--- src/rtl/pc_fetch_unit_if.sv ---
// rtl/pc_fetch_unit_if.sv - fetch request/response and decode handshake bundle for pc_fetch_unit
// master = fetch unit side, slave = memory/decode side.
interface pc_fetch_unit_if #(
  parameter int AW = 32,
  parameter int DW = 32
) ();
  logic          fetch_valid;
  logic [AW-1:0] fetch_addr;
  logic          fetch_ready;
  logic          rsp_valid;
  logic [DW-1:0] rsp_data;
  logic          inst_valid;
  logic [DW-1:0] inst_data;
  logic [AW-1:0] inst_pc;
  logic          inst_ready;

  modport master (
    output fetch_valid, fetch_addr, inst_valid, inst_data, inst_pc,
    input  fetch_ready, rsp_valid, rsp_data, inst_ready
  );

  modport slave (
    input  fetch_valid, fetch_addr, inst_valid, inst_data, inst_pc,
    output fetch_ready, rsp_valid, rsp_data, inst_ready
  );
endinterface

--- src/rtl/pc_fetch_unit.sv ---
// rtl/pc_fetch_unit.sv - PC owner and single-outstanding instruction fetcher with redirect
// Optional stall counter output stall_cnt_o enabled by FETCH_STALL_CNT_EN.
module pc_fetch_unit #(
  parameter int            AW       = 32,
  parameter int            DW       = 32,
  parameter logic [AW-1:0] RESET_PC = AW'(32'h0040_0000),
  parameter int            PC_INC   = 4
) (
  input  logic                 clk,
  input  logic                 rst,
  input  logic                 ena_i,
  input  logic                 redirect_valid_i,
  input  logic [AW-1:0]        redirect_pc_i,
`ifdef FETCH_STALL_CNT_EN
  output logic [31:0]          stall_cnt_o,
`endif
  pc_fetch_unit_if.master      bus
);

  typedef enum logic [1:0] {IDLE, REQ, WAIT, HOLD} state_e;

  state_e        state_q, state_d;
  logic [AW-1:0] pc_q, pc_d;
  logic          drop_q, drop_d;
  logic          fetch_valid_q, fetch_valid_d;
  logic [AW-1:0] fetch_addr_q, fetch_addr_d;
  logic          inst_valid_q, inst_valid_d;
  logic [DW-1:0] inst_data_q, inst_data_d;
  logic [AW-1:0] inst_pc_q, inst_pc_d;
  state_e        resume_state;

  assign resume_state = ena_i ? REQ : IDLE;

  always_comb begin
    state_d      = state_q;
    pc_d         = pc_q;
    drop_d       = drop_q;
    inst_valid_d = inst_valid_q;
    inst_data_d  = inst_data_q;
    inst_pc_d    = inst_pc_q;
    case (state_q)
      IDLE: if (ena_i) state_d = REQ;
      REQ: begin
        if (bus.fetch_ready) begin
          state_d = WAIT;
          // Request left with the old address; its response must be thrown away.
          if (redirect_valid_i) drop_d = 1'b1;
        end
      end
      WAIT: begin
        if (bus.rsp_valid) begin
          if (drop_q || redirect_valid_i) begin
            drop_d  = 1'b0;
            state_d = resume_state;
          end else begin
            inst_valid_d = 1'b1;
            inst_data_d  = bus.rsp_data;
            inst_pc_d    = pc_q;
            pc_d         = pc_q + AW'(PC_INC);
            state_d      = HOLD;
          end
        end else if (redirect_valid_i) begin
          drop_d = 1'b1;
        end
      end
      HOLD: begin
        if (redirect_valid_i || bus.inst_ready) begin
          inst_valid_d = 1'b0;
          state_d      = resume_state;
        end
      end
      default: state_d = IDLE;
    endcase
    if (redirect_valid_i) pc_d = {redirect_pc_i[AW-1:2], 2'b00};
    fetch_valid_d = (state_d == REQ);
    fetch_addr_d  = pc_d;
  end

  always_ff @(posedge clk or negedge rst) begin
    if (!rst) begin
      state_q       <= IDLE;
      pc_q          <= RESET_PC;
      drop_q        <= 1'b0;
      fetch_valid_q <= 1'b0;
      fetch_addr_q  <= RESET_PC;
      inst_valid_q  <= 1'b0;
      inst_data_q   <= '0;
      inst_pc_q     <= '0;
    end else begin
      state_q       <= state_d;
      pc_q          <= pc_d;
      drop_q        <= drop_d;
      fetch_valid_q <= fetch_valid_d;
      fetch_addr_q  <= fetch_addr_d;
      inst_valid_q  <= inst_valid_d;
      inst_data_q   <= inst_data_d;
      inst_pc_q     <= inst_pc_d;
    end
  end

  assign bus.fetch_valid = fetch_valid_q;
  assign bus.fetch_addr  = fetch_addr_q;
  assign bus.inst_valid  = inst_valid_q;
  assign bus.inst_data   = inst_data_q;
  assign bus.inst_pc     = inst_pc_q;

`ifdef FETCH_STALL_CNT_EN
  logic [31:0] stall_cnt_q, stall_cnt_d;
  logic        stalled;

  assign stalled = ((state_q == REQ) && !bus.fetch_ready) ||
                   ((state_q == WAIT) && !bus.rsp_valid);

  always_comb begin
    stall_cnt_d = stall_cnt_q;
    if (stalled && (stall_cnt_q != 32'hFFFF_FFFF)) stall_cnt_d = stall_cnt_q + 32'd1;
  end

  always_ff @(posedge clk or negedge rst) begin
    if (!rst) stall_cnt_q <= '0;
    else      stall_cnt_q <= stall_cnt_d;
  end

  assign stall_cnt_o = stall_cnt_q;
`endif

endmodule

--- src/flat_wrapper.sv ---
// flat-port wrapper written by rule: the top's interface ports become plain ports
module pc_fetch_unit_flat 
#(
  parameter int            AW       = 32,
  parameter int            DW       = 32,
  parameter logic [AW-1:0] RESET_PC = AW'(32'h0040_0000),
  parameter int            PC_INC   = 4
)
  (clk, rst, ena_i, redirect_valid_i, redirect_pc_i, bus_fetch_valid, bus_fetch_addr, bus_inst_valid, bus_inst_data, bus_inst_pc, bus_fetch_ready, bus_rsp_valid, bus_rsp_data, bus_inst_ready);
  pc_fetch_unit_if #(.AW(AW), .DW(DW)) bus_i ();
  input  logic clk;
  input  logic rst;
  input  logic ena_i;
  input  logic redirect_valid_i;
  input  logic [AW-1:0] redirect_pc_i;
  output wire logic [$bits(bus_i.fetch_valid)-1:0] bus_fetch_valid;
  output wire logic [$bits(bus_i.fetch_addr)-1:0] bus_fetch_addr;
  output wire logic [$bits(bus_i.inst_valid)-1:0] bus_inst_valid;
  output wire logic [$bits(bus_i.inst_data)-1:0] bus_inst_data;
  output wire logic [$bits(bus_i.inst_pc)-1:0] bus_inst_pc;
  input wire logic [$bits(bus_i.fetch_ready)-1:0] bus_fetch_ready;
  input wire logic [$bits(bus_i.rsp_valid)-1:0] bus_rsp_valid;
  input wire logic [$bits(bus_i.rsp_data)-1:0] bus_rsp_data;
  input wire logic [$bits(bus_i.inst_ready)-1:0] bus_inst_ready;
  assign bus_fetch_valid = bus_i.fetch_valid;
  assign bus_fetch_addr = bus_i.fetch_addr;
  assign bus_inst_valid = bus_i.inst_valid;
  assign bus_inst_data = bus_i.inst_data;
  assign bus_inst_pc = bus_i.inst_pc;
  assign bus_i.fetch_ready = bus_fetch_ready;
  assign bus_i.rsp_valid = bus_rsp_valid;
  assign bus_i.rsp_data = bus_rsp_data;
  assign bus_i.inst_ready = bus_inst_ready;
  pc_fetch_unit #(.AW(AW), .DW(DW), .RESET_PC(RESET_PC), .PC_INC(PC_INC)) u_core (.clk(clk), .rst(rst), .ena_i(ena_i), .redirect_valid_i(redirect_valid_i), .redirect_pc_i(redirect_pc_i), .bus(bus_i));
endmodule
--- config.mk ---
export PLATFORM = sky130hd
export DESIGN_NAME = pc_fetch_unit_flat
export DESIGN_NICKNAME = d
export VERILOG_FILES = /design/src/rtl/pc_fetch_unit_if.sv /design/src/rtl/pc_fetch_unit.sv /design/src/flat_wrapper.sv
export SDC_FILE = /design/constraint.sdc
export NUM_CORES = 1
export LEC_CHECK = 0
export CORE_ASPECT_RATIO = 1.2
export CORE_MARGIN = 2
export CORE_UTILIZATION = 46
export DETAILED_ROUTE_END_ITERATION = 10
export DONT_BUFFER_PORTS = 1
export PLACE_DENSITY = 0.58
export SYNTH_ARGS = -nofsm -noshare
export SYNTH_HDL_FRONTEND = slang
export SYNTH_SLANG_ARGS = --single-unit
export TNS_END_PERCENT = 20
--- constraint.sdc ---
create_clock -name clk -period 2.3 [get_ports clk]
set_input_delay 0.115 -clock clk [delete_from_list [all_inputs] [get_ports clk]]
set_output_delay 0.115 -clock clk [all_outputs]
set_load 0.005 [all_outputs]
==> results.md <==
- Outcome: finished with violations
- Failing checks: hold timing
- R2R cell count: 5
- # IOs: 169
- Switching pwr: 1.62 mW
- CP Data Arrival Time: 2.41 ns
- Switching part of the total: around 29%
- I/O Buffers: 0
- R2R setup slack: 0.15 ns
- Leading area contributor after synthesis: dfrtp_1
- CP required: 2.55 ns
- ANT cells: 0
- Via count: 3255
- Core ar.: 0.00942 mm^2
- Final setup violation count: 0
- Die width: about 93 um
- Pwr dens: ~990 mW/mm^2
- Synth Area in Compound Gates: 8.42%
- GP Congestion: between 0.8 and 0.9
- Reg power frac: 51.9%
- Largest net degree at the start of global routing: just under 100
- Row cnt: 39
- Filler cells: a little under 800
- Post-DP HPWL: 6920 um
- Avg Vias per Cell: 5.62
- Setup total negative slack: 0 ns
- Htree depth: 3
- Layout cell share with drive strength beyond 1: 23.2%
- Worst-Margin Slew: between 1 and 1.5 ns
- Final core occ: 59.2%
- Clk Latency, worst-skew pair: 0.34 ns
- Layout area overhead: 27.2%
- Wire per inst: 18.5 um
- Largest cells by area after synthesis: dfrtp_1 55%, mux2_2 16%, or4_1 2.9%
- Internal power: 3.91 mW
- Final ANT Viol Nets: 0
- WHS: -0.531 ns
- Die height: 111 um
- Part of the power in the clock network: about 27%
- Seq cells post-synth: 97
- Tot GR Track Use: 21.2%
- Clock Tree Buf Depth: 2
- Clock skew: approximately 0.008 ns
- CTS tree: done
- YS warnings: 0
- Crit path to: u_core.pc_q[26]$_DFFE_PN0P_
- Worst r2r src: u_core.pc_q[2]$_DFFE_PN0P_
- Worst IR Drop VDD: 0.626 mV
- Critical path class: register to register
- Synth Area in XOR/XNOR: 2.20%
- Clock Sink Count: 97
- Fmax: ~0.46 GHz
- Synth unique cells: 37
- Clock-pin slew of the registers on the worst-case setup and hold paths: 0.07 ns
- LEAKAGE: roughly 2.3 nW
- Overflow after GRT: 0
- Vias in the first global route: roughly 3300
- Most frequent cells after synthesis: 96 x dfrtp_1, 62 x mux2_2, 26 x nand2_1, 20 x nor2_1, 18 x o21ai_0
- Largest family of logic cells by synthesized area: multiplexers
- Root Buffer: clkbuf_16
- Post-CTS Hold Fix Bufs: 66
- Asr flop ratio synth: 100%
- Drt pass-1 iters: 4
- Nets: between 500 and 600
- Post-synthesis cell count: 375
- Syn Area/Cell: about 12 um^2
- Startpoint Class: register
- Part of the power in combinational logic: 21.3%
- Reg-to-reg endpoint: u_core.pc_q[26]$_DFFE_PN0P_
- Worst Setup End Kind: register
- Worst setup path start: u_core.pc_q[2]$_DFFE_PN0P_
- Final Routed Wirelength: 10700 um
- Proportion of synthesized area in mux cells: 16.4%
- Starting density of the core: a little under half
- Adder-cell share of the synthesized area: 0.286%
- CTS Buf Count: 9
- Worst Hold Class: input port to async pin
- Fin. Hold Viols: 97
- Slew headroom: 29.7%
- Most used DFF post-synth: dfrtp_1
- Crit path time final: around 2.2 ns
- Most frequent cell after synthesis: dfrtp_1
- MaxCap Viol Count: 0
- Die ar.: 0.0103 mm^2
- Number of flops mapped to enable cells by yosys: 0
- Unrepaired setup endpoints after global routing: no
- Synth top area share: 54.8%
- Post-CTS Setup Bufs: 0
- Seq/Total Area, Yosys: about 55%
- Initial DRC count: 152
- Initial antenna violation count: 0
- Slew Viols, Final: 0
- Part of the cycle the worst path needs: 93.7%
- Cell Area, Synth: between 0.004 and 0.005 mm^2
- Residual DRC count: 0
- Crit-path max FO: 10
- Synth Area in Simple Gates: 13.8%
- First-pass GRT wire length: 16800 um
-- routing by layer --
layer	GRT usage [%]	up-vias	wire, um
li1	-	1521	-
met1	24.1	1611	4230
met2	36.2	110	5570
met3	6.93	13	712
met4	8.63	0	178
met5	0	-	0
-- registers in the layout, summed over array words and instances (netlist names) --
signal and flops:
u_core.bus.fetch_valid 1, u_core.bus.inst_data 32, u_core.bus.inst_pc 30, u_core.bus.inst_valid 1
u_core.drop_q 1, u_core.pc_q 30, u_core.state_q 2
-- cell usage in the layout, fill, tap and decap left out, types with 7 or more instances in the layout --
cell type / n
dfrtp_1: 96
dlygate4sd3_1: 65
mux2_2: 62
nand2_1: 26
buf_4: 21
nor2_1: 19
o21ai_0: 18
or4_1: 16
a31oi_1: 15
o31ai_1: 13
nand4_1: 11
nand3_1: 11
clkbuf_16: 9
inv_1: 7
-- final cells by class --
cell class	instances	area, um^2	area share, %
Sequential cell	97	2430	43.6
Multi-Input combinational cell	249	1830	32.8
Timing Repair Buffer	88	841	15.1
Clock buffer	9	225	4.04
Tap cell	123	154	2.76
Clock inverter	6	68.8	1.24
Inverter	7	26.3	0.472
-- per-stage QoR --
step                setup slack, ns  instances  hold slack [ns]  power [mW]  area (um^2)
floorplan                     0.188        378           -0.181        3.61         4390
global placement             0.0738        498           -0.178        3.91         4610
detailed placement           0.0490        498           -0.178        3.97         4610
CTS                          0.0361        579           -0.546        5.59         5570
global route                 0.0225        579           -0.556        5.85         5570
finish                        0.146        579           -0.531        5.53         5570
-- repair_timing --
action	4_1_cts	5_1_grt
endpoints found under the setup margin	0	6
gates resized for setup	0	2
endpoints found under the hold margin	161	97
-- worst min path at each step --
stage | from | end | slack, ns
after global placement | rst | u_core.pc_q[23]$_DFFE_PN0P_ | -0.18
after floorplan | rst | u_core.bus.fetch_valid$_DFF_PN0_ | -0.18
final | rst | u_core.bus.inst_pc[22]$_DFFE_PN0P_ | -0.53
after detailed placement | rst | u_core.bus.inst_pc[23]$_DFFE_PN0P_ | -0.18
after global routing | rst | u_core.bus.inst_data[0]$_DFFE_PN0P_ | -0.56
after CTS | rst | u_core.bus.inst_pc[28]$_DFFE_PN0P_ | -0.55
-- cell families after synthesis --
| group | after synthesis |
|---|---|
| flops | 97 |
| other cells | 1 |
| simple gates | 110 |
| xor+xnor | 11 |
| mux | 64 |
| compound gates | 59 |
| fa+ha+maj | 1 |
| buf+inv | 32 |
-- power groups by stage --
stage	clock (mW)	sequential (mW)	combinational, mW
detailed placement	0	2.91	1.06
CTS	1.53	2.88	1.18
global placement	0	2.89	1.02
floorplan	0	2.77	0.840
finish	1.48	2.87	1.18
global route	1.60	2.96	1.29
-- worst max-delay path: stages, from the launching register on --
cell and delay, ns:
dfrtp_1 0.36, ha_1 0.22, nand4_1 0.21, or4_4 0.61, or4_1 0.50, a31oi_1 0.18
Note: power is estimated with default switching activity, not from simulation.
